--- src/rtl/ddr4_cmd_issuer.sv ---
// Single-request DDR4 command issuer: tracks open rows per bank and sequences
// PRE/ACT/RD/WR commands and the data burst for one outstanding request.
module ddr4_cmd_issuer #(
  parameter int BGWIDTH   = 2,
  parameter int BAWIDTH   = 2,
  parameter int ADDRWIDTH = 17,
  parameter int COLWIDTH  = 10,
  parameter int DQWIDTH   = 64,
  parameter int BL        = 8,
  parameter int TRCD      = 4,
  parameter int TRP       = 4,
  parameter int TCL       = 5,
  parameter int TCWL      = 4
) (
  input  logic                    clk,
  input  logic                    reset,
  // Request handshake: a request transfers on any cycle where req_valid && req_ready;
  // req_ready is high only in IDLE, so at most one request is ever outstanding.
  input  logic                    req_valid,
  output logic                    req_ready,
  input  logic                    req_wr,
  input  logic [BGWIDTH-1:0]      req_bg,
  input  logic [BAWIDTH-1:0]      req_ba,
  input  logic [ADDRWIDTH-1:0]    req_row,
  input  logic [COLWIDTH-1:0]     req_col,
  input  logic [BL*DQWIDTH-1:0]   req_wdata,
  output logic                    rsp_valid,
  output logic [BL*DQWIDTH-1:0]   rsp_rdata,
  output logic                    act_n,
  output logic                    cs_n,
  output logic [ADDRWIDTH-1:0]    A,
  output logic [BGWIDTH-1:0]      bg,
  output logic [BAWIDTH-1:0]      ba,
  output logic [DQWIDTH-1:0]      dq_o,
  output logic                    dq_oe,
  input  logic [DQWIDTH-1:0]      dq_i,
  input  logic                    stall,
  output logic [3:0]              dbg_state
);

  localparam int NB   = 1 << (BGWIDTH + BAWIDTH);
  localparam int M1   = (TRP > TRCD) ? TRP : TRCD;
  localparam int M2   = (TCL > TCWL) ? TCL : TCWL;
  localparam int M3   = (M1 > M2) ? M1 : M2;
  localparam int MAXV = (M3 > BL) ? M3 : BL;
  localparam int CW   = $clog2(MAXV + 1);

  typedef enum logic [3:0] {
    S_IDLE, S_PRE, S_WAIT_RP, S_ACT, S_WAIT_RCD, S_CAS, S_WAIT_LAT, S_BURST, S_RESP
  } state_t;

  state_t                       state, next_state;
  logic [CW-1:0]                cnt, cnt_nx;
  logic                         q_wr;
  logic [BGWIDTH-1:0]           q_bg;
  logic [BAWIDTH-1:0]           q_ba;
  logic [ADDRWIDTH-1:0]         q_row;
  logic [COLWIDTH-1:0]          q_col;
  logic [BL*DQWIDTH-1:0]        q_wdata;
  logic [BL*DQWIDTH-1:0]        rdata;
  logic [NB-1:0]                open_bits;
  logic [ADDRWIDTH-1:0]         open_row [NB];
  logic [BGWIDTH+BAWIDTH-1:0]   acc_bank, cur_bank;
  logic                         accept, issue_pre, issue_act;

  assign acc_bank  = {req_bg, req_ba};
  assign cur_bank  = {q_bg, q_ba};
  assign accept    = (state == S_IDLE) && req_valid;
  assign dbg_state = state;

  // Wait counters are loaded with (delay - 1) on the issue cycle and count down,
  // so a delay of 1 skips the wait state entirely.
  always_comb begin
    next_state = state;
    cnt_nx     = cnt;
    issue_pre  = 1'b0;
    issue_act  = 1'b0;
    case (state)
      S_IDLE: begin
        if (accept) begin
          if (!open_bits[acc_bank])                next_state = S_ACT;
          else if (open_row[acc_bank] == req_row)  next_state = S_CAS;
          else                                     next_state = S_PRE;
        end
      end
      S_PRE: begin
        if (!stall) begin
          issue_pre = 1'b1;
          if (TRP > 1) begin
            next_state = S_WAIT_RP;
            cnt_nx     = CW'(TRP - 1);
          end else begin
            next_state = S_ACT;
          end
        end
      end
      S_WAIT_RP: begin
        if (cnt == CW'(1)) next_state = S_ACT;
        else               cnt_nx = cnt - CW'(1);
      end
      S_ACT: begin
        if (!stall) begin
          issue_act = 1'b1;
          if (TRCD > 1) begin
            next_state = S_WAIT_RCD;
            cnt_nx     = CW'(TRCD - 1);
          end else begin
            next_state = S_CAS;
          end
        end
      end
      S_WAIT_RCD: begin
        if (cnt == CW'(1)) next_state = S_CAS;
        else               cnt_nx = cnt - CW'(1);
      end
      S_CAS: begin
        if (!stall) begin
          if ((q_wr ? TCWL : TCL) > 1) begin
            next_state = S_WAIT_LAT;
            cnt_nx     = q_wr ? CW'(TCWL - 1) : CW'(TCL - 1);
          end else begin
            next_state = S_BURST;
            cnt_nx     = '0;
          end
        end
      end
      S_WAIT_LAT: begin
        if (cnt == CW'(1)) begin
          next_state = S_BURST;
          cnt_nx     = '0;
        end else begin
          cnt_nx = cnt - CW'(1);
        end
      end
      S_BURST: begin
        if (cnt == CW'(BL - 1)) next_state = q_wr ? S_IDLE : S_RESP;
        else                    cnt_nx = cnt + CW'(1);
      end
      S_RESP:  next_state = S_IDLE;
      default: next_state = S_IDLE;
    endcase
  end

  always_ff @(posedge clk) begin
    if (reset) begin
      state     <= S_IDLE;
      cnt       <= '0;
      q_wr      <= 1'b0;
      q_bg      <= '0;
      q_ba      <= '0;
      q_row     <= '0;
      q_col     <= '0;
      q_wdata   <= '0;
      rdata     <= '0;
      open_bits <= '0;
      for (int i = 0; i < NB; i++) open_row[i] <= '0;
    end else begin
      state <= next_state;
      cnt   <= cnt_nx;
      if (accept) begin
        q_wr    <= req_wr;
        q_bg    <= req_bg;
        q_ba    <= req_ba;
        q_row   <= req_row;
        q_col   <= req_col;
        q_wdata <= req_wdata;
      end
      if (issue_pre) open_bits[cur_bank] <= 1'b0;
      if (issue_act) begin
        open_bits[cur_bank] <= 1'b1;
        open_row[cur_bank]  <= q_row;
      end
      if (state == S_BURST && !q_wr) rdata[int'(cnt)*DQWIDTH +: DQWIDTH] <= dq_i;
    end
  end

  // Pins default to DES; reset forces every output to its idle value immediately.
  always_comb begin
    cs_n  = 1'b1;
    act_n = 1'b1;
    A     = '0;
    if (!reset && !stall) begin
      case (state)
        S_PRE: begin
          cs_n                = 1'b0;
          A[ADDRWIDTH-1 -: 3] = 3'b010;
        end
        S_ACT: begin
          cs_n  = 1'b0;
          act_n = 1'b0;
          A     = q_row;
        end
        S_CAS: begin
          cs_n                = 1'b0;
          A[ADDRWIDTH-1 -: 3] = q_wr ? 3'b100 : 3'b101;
          A[COLWIDTH-1:0]     = q_col;
        end
        default: ;
      endcase
    end
  end

  assign bg        = reset ? '0 : q_bg;
  assign ba        = reset ? '0 : q_ba;
  assign req_ready = !reset && (state == S_IDLE);
  assign rsp_valid = !reset && (state == S_RESP);
  assign rsp_rdata = reset ? '0 : rdata;
  assign dq_oe     = !reset && (state == S_BURST) && q_wr;
  assign dq_o      = dq_oe ? q_wdata[int'(cnt)*DQWIDTH +: DQWIDTH] : '0;

endmodule

--- config.mk ---
export PLATFORM = sky130hd
export DESIGN_NAME = ddr4_cmd_issuer
export DESIGN_NICKNAME = d
export VERILOG_FILES = /design/src/rtl/ddr4_cmd_issuer.sv
export SDC_FILE = /design/constraint.sdc
export NUM_CORES = 2
export LEC_CHECK = 0
export CORE_AREA = 2 2 477 479
export DETAILED_ROUTE_END_ITERATION = 7
export DIE_AREA = 0 0 479 481
export GPL_TIMING_DRIVEN = 0
export PLACE_DENSITY = 0.52
export SLEW_MARGIN = 5
export SYNTH_ARGS = -nofsm -noshare
export SYNTH_HDL_FRONTEND = slang
export SYNTH_SLANG_ARGS = --single-unit
--- constraint.sdc ---
create_clock -name clk -period 3.1 [get_ports clk]
set_input_delay 0.31 -clock clk [delete_from_list [all_inputs] [get_ports clk]]
set_output_delay 0.31 -clock clk [all_outputs]
set_load 0.02 [all_outputs]
==> flow_metrics.env <==
export IMPL_dpl_cell_area_um2=74000
export IMPL_post_route_period_util_pct=101
export IMPL_leakagePower_nw=30.9
export IMPL_fin_cells=11555
export IMPL_antenna_found_initial=108
export IMPL_place_inst=10812
export IMPL_setup_viol=12
export IMPL_crit_path_end_kind="primary output"
export IMPL_power_density_nw_per_um2=644
export IMPL_cp_max_fo=10
export IMPL_path_clk_slew_ns=0.05
export IMPL_yosysWarnings=0
export IMPL_crit_path_top_delay_cell="clkdlybuf4s50_1"
export IMPL_run_status="finished, violations left"
export IMPL_rows=175
export IMPL_syn_area_per_cell_um2=8.80
export IMPL_pin_count=1218
export IMPL_drv_slew=0
export IMPL_hold_viol=0
export IMPL_drv_cap=0
export IMPL_fin_nets=8975
export IMPL_setup_ws_ns=-0.0368
export IMPL_portBuffers=1152
export IMPL_synth_most_common_cell="nand2_1"
export IMPL_syn_area_um2=58400
export IMPL_arrival_ns=2.83
export IMPL_cts_tree="built"
export IMPL_worst_slew_pin_slew_ns=1.27
export IMPL_die_height_um=481
export IMPL_drt_pre_antenna_iters=6
export IMPL_worstSkewPairLatency_ns=0.84
export IMPL_whs_ns=0.0645
export IMPL_tns_ns=-0.190
export IMPL_rsz0062_at_grt="true"
export IMPL_grt_pass1_vias=55280
export IMPL_place_congestion=0.958
export IMPL_fmax_mhz=319
export IMPL_synth_top_area_share_pct=37.0
export IMPL_seq_area_frac_synth_pct=51.0
export IMPL_irDropWorstVdd_uv=449
export IMPL_core_area_um2=226000
export IMPL_hold_class="input port to flip-flop"
export IMPL_postRouteAntennaNets=0
export IMPL_initial_core_util_pct=25.9
export IMPL_cts_sinks=1352
export IMPL_power_mw=55.2
export IMPL_critical_path_class="input port to primary output"
export IMPL_ys_ff_latch=1352
export IMPL_async_reset_ff_share_pct=0
export IMPL_vias=56884
export IMPL_fp_dieArea_um2=230000
export IMPL_root_buffer="clkbuf_16"
export IMPL_synth_flop_cell="dfxtp_1"
export IMPL_synth_commonest_cells="1,934 x nand2_1, 1,080 x dfxtp_1, 885 x a21oi_1"
export IMPL_first_iter_violations=4855
export IMPL_cts_inserted_buffers=162
export IMPL_die_w_um=479
export IMPL_synth_edf_count=272
export IMPL_fin_util_pct=37.9
export IMPL_yosys_area_top_type="dfxtp_1"
export IMPL_fin_area_um2=85600
export IMPL_crit_top_cell="clkbuf_2"
export IMPL_htreeDepth=4
export IMPL_synth_cells=6634
export IMPL_cp_cell_sequence="buf_2 > clkbuf_2 > buf_12 > clkbuf_8 > clkbuf_16 > clkbuf_2 > nor2b_1 > clkdlybuf4s50_1"
export IMPL_violations="setup timing"
export IMPL_synthesis_nets=7250
export IMPL_drive_above_1_share_pct=12.7
export IMPL_grt_pass1_wl_mm=443
export IMPL_grt_max_degree=18
export IMPL_fin_crit_ns=3.14
export IMPL_drc=0
export IMPL_fillers=22966
export IMPL_synthToLayoutAreaGrowth_pct=46.7
export IMPL_dpl_worst_slack_ns=-4.45
export IMPL_skew_ns=0.0269
export IMPL_grt_overflow=0
export IMPL_synth_area_top_cells="dfxtp_1 37%, edfxtp_1 14%, nand2_1 12%"
export IMPL_cp_data_required_time_ns=2.79
export IMPL_wl_per_cell_um=28.4
export IMPL_cpPeakStageDelay_ns=0.72
export IMPL_clock_path_buffers=3
export IMPL_grt_usage_pct=27.5
export IMPL_hpwl_mm=256
export IMPL_start_kind="input port"
export IMPL_maxSlewHeadroom_pct=15.2
export IMPL_yosysUniqueCellTypes=59
export IMPL_wirelength_mm=328
export IMPL_via_per_inst=4.92
## cells by family (layout without fill, tap and decap cells)
logic type	count (synthesis)	after routing	share of synthesized area, %
simple gates	3192	3192	24.5
flops	1352	1352	51.0
compound gates	1098	1098	9.73
buf+inv	675	2530	4.89
mux	293	293	9.42
xor+xnor	19	19	0.285
fa+ha+maj	5	5	0.103
other cells	0	57	0
## registers in the layout, summed over array words and instances, names as in the netlist
register and count:
cnt 4, dbg_state 4, open_bits 16, open_row 272, q_ba 2, q_bg 2, q_col 10, q_row 17
q_wdata 512, q_wr 1, rdata 512
## cell type report
type	instances	area (um2)	area share, %
Multi-Input combinational cell	4607	26700	31.2
Inverter	81	304	0.355
Sequential cell	1352	29800	34.8
Timing Repair Buffer	1572	15900	18.6
Clock buffer	239	4740	5.53
Buffer	583	3580	4.19
Clock inverter	55	658	0.769
Antenna cell	57	143	0.167
Tap cell	3009	3760	4.40
## timing repair
item                        CTS  global route
buffers inserted             56            16
pin swaps                    20            25
hold endpoints to repair    761             0
gates resized for setup    1000           226
gates cloned                 13             0
hold buffers                327             0
setup endpoints to repair  2043           685
## power by group
part	switching [mW]	leakage (nW)	internal, mW
registers	0.968	11.6	19.4
logic	9.20	16.7	6.02
clock network	8.28	2.64	11.3
total	18.5	30.9	36.7
## layer usage
metal	global-route usage [%]	share of wire (%)	vias up
met5	0	0.059	-
met4	12.8	5.4	30
met3	5.46	7.1	608
met2	45.7	47	2544
met1	34.1	40	28135
li1	-	-	25567
## path summary, 6_finish.rpt
| check | start | endpoint | slack (ns) | cells past startpoint |
|---|---|---|---|---|
| hold reg to reg | rdata[451]$_SDFFE_PP0P_ | rdata[451]$_SDFFE_PP0P_ | 0.45 | 2 |
| setup reg to reg | cnt[1]$_SDFFE_PP0P_ | dbg_state[2]$_SDFFE_PP0P_ | 0.02 | 12 |
| setup / recovery | reset | rsp_rdata[464] | -0.04 | 8 |
| hold / removal | req_wdata[369] | q_wdata[369]$_SDFFE_PP0P_ | 0.06 | 3 |
## worst max-delay path: cells and delay by family
kind	cells	cell delay, ns
simple gates	1	0.45
buf+inv	7	2.01
## cells in the final DEF (no fill, tap or decap), types with 137 or more instances in the layout
cell | Yosys | final
nand2b_1 | 144 | 137
a21oi_1 | 885 | 884
clkbuf_1 | 480 | 332
o21ai_0 | 153 | 152
clkdlybuf4s50_1 | 0 | 1040
nand2_1 | 1934 | 1915
edfxtp_1 | 272 | 272
nand3_1 | 209 | 206
nor2_1 | 225 | 179
nor2b_1 | 463 | 430
dlygate4sd3_1 | 0 | 327
dfxtp_1 | 1080 | 1075
mux4_2 | 189 | 189
clkbuf_16 | 0 | 180
Power figures use the tool's default switching activity.
